$ cat src/rtl/lzc_pipe.sv
// Pipelined leading-zero/one counter: pair-encode stage, one registered combine level per stage.
// Optional LZC_PIPE_TRAILING_EN adds in_trailing_i to count trailing zeros/ones instead.
module lzc_pipe #(
  parameter int unsigned WIDTH = 32,
  parameter int unsigned TAG_W = 4,
  localparam int unsigned LAT  = $clog2(WIDTH) + 1,
  localparam int unsigned CW   = $clog2(WIDTH) + 1
) (
  input  logic             clk_i,
  input  logic             rst_ni,
  input  logic             in_valid_i,
  output logic             in_ready_o,
  input  logic [WIDTH-1:0] in_data_i,
  input  logic             in_ones_i,
`ifdef LZC_PIPE_TRAILING_EN
  input  logic             in_trailing_i,
`endif
  input  logic [TAG_W-1:0] in_tag_i,
  output logic             out_valid_o,
  input  logic             out_ready_i,
  output logic [CW-1:0]    out_count_o,
  output logic [TAG_W-1:0] out_tag_o
);

  logic                      adv;
  logic [LAT-1:0]            valid_q;
  logic [LAT-1:0][TAG_W-1:0] tag_q;
  logic [WIDTH-1:0]          word;
  logic [WIDTH-1:0]          s0_d, s0_q;
  logic [CW-1:0]             cnt_q;

  // Whole pipe moves as one; a held output freezes every stage.
  assign adv        = ~valid_q[LAT-1] | out_ready_i;
  assign in_ready_o = adv;

  always_comb begin
    word = in_data_i;
`ifdef LZC_PIPE_TRAILING_EN
    if (in_trailing_i) begin
      for (int i = 0; i < int'(WIDTH); i++) begin
        word[i] = in_data_i[int'(WIDTH) - 1 - i];
      end
    end
`endif
    word = word ^ {WIDTH{in_ones_i}};
    s0_d = '0;
    // 2-bit code per pair: 00->10, 01->01, 1x->00
    for (int j = 0; j < int'(WIDTH / 2); j++) begin
      s0_d[2*j+1] = ~word[2*j+1] & ~word[2*j];
      s0_d[2*j]   = ~word[2*j+1] &  word[2*j];
    end
  end

  for (genvar l = 1; l <= int'(LAT) - 2; l++) begin : g_lvl
    localparam int unsigned N    = l + 1;
    localparam int unsigned NOUT = WIDTH >> (l + 1);

    logic [2*NOUT*N-1:0]     prev;
    logic [NOUT*(N+1)-1:0]   lvl_d, lvl_q;

    if (l == 1) begin : g_first
      assign prev = s0_q;
    end else begin : g_rest
      assign prev = g_lvl[l-1].lvl_q;
    end

    for (genvar j = 0; j < int'(NOUT); j++) begin : g_node
      logic [N-1:0] hi, lo;
      assign hi = prev[(2*j+1)*N +: N];
      assign lo = prev[2*j*N +: N];
      assign lvl_d[j*(N+1) +: N+1] = hi[N-1] ? {hi[N-1] & lo[N-1], ~lo[N-1], lo[N-2:0]}
                                             : {1'b0, hi};
    end

    always_ff @(posedge clk_i or negedge rst_ni) begin
      if (!rst_ni) begin
        lvl_q <= '0;
      end else if (adv) begin
        lvl_q <= lvl_d;
      end
    end
  end

  // Last stage only re-registers the finished code to keep the depth at LAT.
  always_ff @(posedge clk_i or negedge rst_ni) begin
    if (!rst_ni) begin
      valid_q <= '0;
      tag_q   <= '0;
      s0_q    <= '0;
      cnt_q   <= '0;
    end else if (adv) begin
      valid_q <= {valid_q[LAT-2:0], in_valid_i};
      tag_q   <= {tag_q[LAT-2:0], in_tag_i};
      s0_q    <= s0_d;
      cnt_q   <= g_lvl[LAT-2].lvl_q;
    end
  end

  assign out_valid_o = valid_q[LAT-1];
  assign out_count_o = valid_q[LAT-1] ? cnt_q : '0;
  assign out_tag_o   = valid_q[LAT-1] ? tag_q[LAT-1] : '0;

endmodule

$ cat config.mk
export PLATFORM = sky130hd
export DESIGN_NAME = lzc_pipe
export DESIGN_NICKNAME = d
export VERILOG_FILES = /design/src/rtl/lzc_pipe.sv
export SDC_FILE = /design/constraint.sdc
export NUM_CORES = 1
export LEC_CHECK = 0
export BUFFER_PORTS_ARGS = -buffer_cell sky130_fd_sc_hd__clkbuf_2
export CORE_ASPECT_RATIO = 1.2
export CORE_MARGIN = 2
export CORE_UTILIZATION = 56
export CTS_BUF_LIST = sky130_fd_sc_hd__clkbuf_4 sky130_fd_sc_hd__clkbuf_8
export CTS_CLUSTER_DIAMETER = 50
export CTS_CLUSTER_SIZE = 40
export DETAILED_ROUTE_END_ITERATION = 12
export PLACE_DENSITY = 0.82
export SETUP_SLACK_MARGIN = 0.02
export SLEW_MARGIN = 5
export SYNTH_ARGS = -nofsm -noshare
export SYNTH_HDL_FRONTEND = slang
export SYNTH_SLANG_ARGS = --single-unit
$ cat constraint.sdc
create_clock -name clk_i -period 1.4 [get_ports clk_i]
set_input_delay 0.28 -clock clk_i [delete_from_list [all_inputs] [get_ports clk_i]]
set_output_delay 0.28 -clock clk_i [all_outputs]
set_load 0.03 [all_outputs]
==> impl_metrics.toml <==
[run_status]
run_status = "finished with violations"
failed_checks = "negative setup slack"

[finish]
multi_input_area_um2 = 2540
fillCellCount = 675
layout.cells.non_filler = 663
design_area_um2 = 7000
syn2layout_area_growth_pct = 21.0
regArea_um2 = 3100
nets = 566
drive_above_1_share = 0.439
antenna_cells = 0

[cts]
cts_made_buffers = 17
clk_pin_slew_ns = 0.07
h-tree-depth = 4
cts.sinks = 124
clk_latency_ns = 0.43
root_buffer = "clkbuf_8"
clock_path_buffers = 2
cts_tree = "done"

[yosys]
ys_seq_elements = 124
ys.flop_type = "dfrtp_1"
synth_warnings = 0
synth_edf_count = 0
ys_top_cells_by_area = "dfrtp_1 (54%), mux2_2 (15%), mux2_4 (4.7%), nor3b_1 (4.2%), nand3b_1 (4.0%)"
synth.avg_cell_area_um2 = 12.6
yosysUniqueCellTypes = 22
synthTopCellsByCount = "dfrtp_1 (124), mux2_2 (79), a31oi_1 (32), nor3b_1 (32), nand3b_1 (31)"
synth_area_um2 = 5790
yosys.area.top_type_share = 0.536
synthArstFlopShare = 1.00
yosysMostFrequentCell = "dfrtp_1"
seq_area_frac_synth = 0.536
synth_cells = 459
synth_nets = 500
synth_area_leader_cell = "dfrtp_1"

[critical_path]
regToRegStartpoint = "valid_q[5]$_DFFE_PN0P_"
crit_type = "reg -> out"
worstSetupStartpointType = "flip-flop"
crit_path_max_fanout = 2
cp-end-kind = "primary output"
arrival_ns = 1.36
crit_start = "valid_q[5]$_DFFE_PN0P_"
required_ns = 1.12

[detailed_routing]
drc = 0
ant_nets = 0
drtIter0Drc = 164
vias_per_cell = 5.73
drt-pass1-iter-count = 5
vias = 3796
wl_mm = 11.4
avgRoutedWirePerCell_um = 17.1

[sta]
setup_ws_ns = -0.237
slew_viol_final = 0
worstMarginPinSlew_ns = 0.540
max-slew-margin-rel = 0.640
hold_ws_ns = 0.0746
fin_crit_sh = 1.17
setup_viol = 100
fmax_mhz = 611
min_period_ns = 1.64
rsz0062_at_grt = "true"
fin_setup_tns_ns = -9.98
finalHoldViolations = 0
skew_ns = 0.0123

[die]
die_w_um = 96.8
start_util = 0.575
rows = 40
coreArea_um2 = 10100
die-area_um2 = 11200
die_h_um = 115
top_level_ports = 53

[place]
dp_cells = 622
dp_slack_ns = -0.0427
post_dp_cell_area_um2 = 6250
io_buffers = 52
dp.final_hpwl_mm = 7.00
gp_congestion = 0.730

[power_and_ir_drop]
p_per_area_nw_per_um2 = 1960
p_leak_nw = 3.13
vdd_ir_drop_max_v = 0.000986

[run]
maxCapViolCount = 0

[hold_path]
hold_path_class = "in -> reg"
worstHoldStart = "in_valid_i"

[grt]
grt_pass1_vias = 3985
grt_use_total = 0.216
grt_pass1_wl_mm = 19.2
grt_antenna_before_repair = 0
grt_max_degree = 80
grt_overflow_total = 0
[repair_timing]
item                                   CTS  global route
resized for setup                       45             7
buffers inserted                         5             0
hold buffers                             1             0
setup endpoints to repair               48           114
cloned                                   3             1
pin swaps                                0             0
endpoints found under the hold margin  124             0
[cells in the final DEF, fill, tap and decap left out, types with 2 or more instances in the layout]
cell	instances
a31oi_1	32
and2_4	10
buf_12	7
buf_4	10
buf_6	6
bufbuf_16	2
bufinv_16	2
clkbuf_16	2
clkbuf_2	39
clkbuf_4	2
clkbuf_8	33
clkinv_2	4
dfrtp_1	123
mux2_1	3
mux2_2	79
mux2_4	20
nand2_1	15
nand3_1	16
nand3b_1	31
nor2b_1	15
nor3b_1	32
o21ai_0	12
o21ai_1	3
or3_1	16
or3b_2	15
[layer usage]
| layer | part of all wire | up-vias | routed length (um) | global-route usage |
|---|---|---|---|---|
| met5 | 0 | - | 0 | 0 |
| met4 | 0.016 | 0 | 185 | 0.0920 |
| li1 | - | 1796 | - | - |
| met3 | 0.026 | 15 | 300 | 0.0407 |
| met2 | 0.52 | 59 | 5920 | 0.369 |
| met1 | 0.44 | 1926 | 4960 | 0.273 |
[where the power goes]
| part | leakage [nW] | total, mW | switching [mW] | internal (mW) |
|---|---|---|---|---|
| logic | 1.37 | 4.81 | 1.90 | 2.90 |
| registers | 1.55 | 5.82 | 0.873 | 4.94 |
| clock network | 0.211 | 3.13 | 1.29 | 1.84 |
| total | 3.13 | 13.8 | 4.07 | 9.69 |
[worst paths after layout]
path,end,cells after the start,slack [ns]
min in group asynchronous,g_lvl[1].prev[12]$_DFFE_PN0P_,2,0.19
max reg2reg,g_lvl[1].lvl_q[9]$_DFFE_PN0P_,5,-0.23
min reg2reg,valid_q[5]$_DFFE_PN0P_,1,0.45
max in group asynchronous,tag_q[19]$_DFFE_PN0P_,3,0.51
max,in_ready_o,4,-0.24
min,valid_q[0]$_DFFE_PN0P_,2,0.07
[flip-flops by register name, summed over array words and instances, names as in the netlist]
name,flops
g_lvl.prev,32
g_lvl.lvl_q,56
tag_q,24
valid_q,6
cnt_q,6
[through the flow]
step	total power, mW	util
2_1_floorplan	8.77	-
3_3_place_gp	9.59	0.622
3_5_place_dp	9.86	0.622
4_1_cts	13.7	0.692
5_1_grt	14.5	0.696
6_report	13.8	0.696
[logic make-up (layout without fill, tap and decap cells)]
group / count (synthesis) / count (layout) / synth area share
AO/OA/AOI/OAI: 47 / 47 / 0.0476
flip-flops: 124 / 124 / 0.536
AND/OR/NAND/NOR: 153 / 153 / 0.176
multiplexers: 102 / 102 / 0.210
buffers and inverters: 33 / 111 / 0.0300
[critical path, stage by stage, from the launching register on]
cell	delay [ns]
dfrtp_2	0.41
and2b_2	0.22
clkinv_4	0.06
buf_12	0.09
clkbuf_16	0.13
[final cells by class]
| cell class | count | share of cell area |
|---|---|---|
| clock buffers | 24 | 0.0454 |
| well taps | 126 | 0.0225 |
| inverters | 1 | 0.00125 |
| clock inverters | 7 | 0.0125 |
| repair buffers | 79 | 0.112 |
| flip-flops and latches | 124 | 0.443 |
| multi-input cells | 302 | 0.363 |
Note: power is estimated with default switching activity, not from simulation.
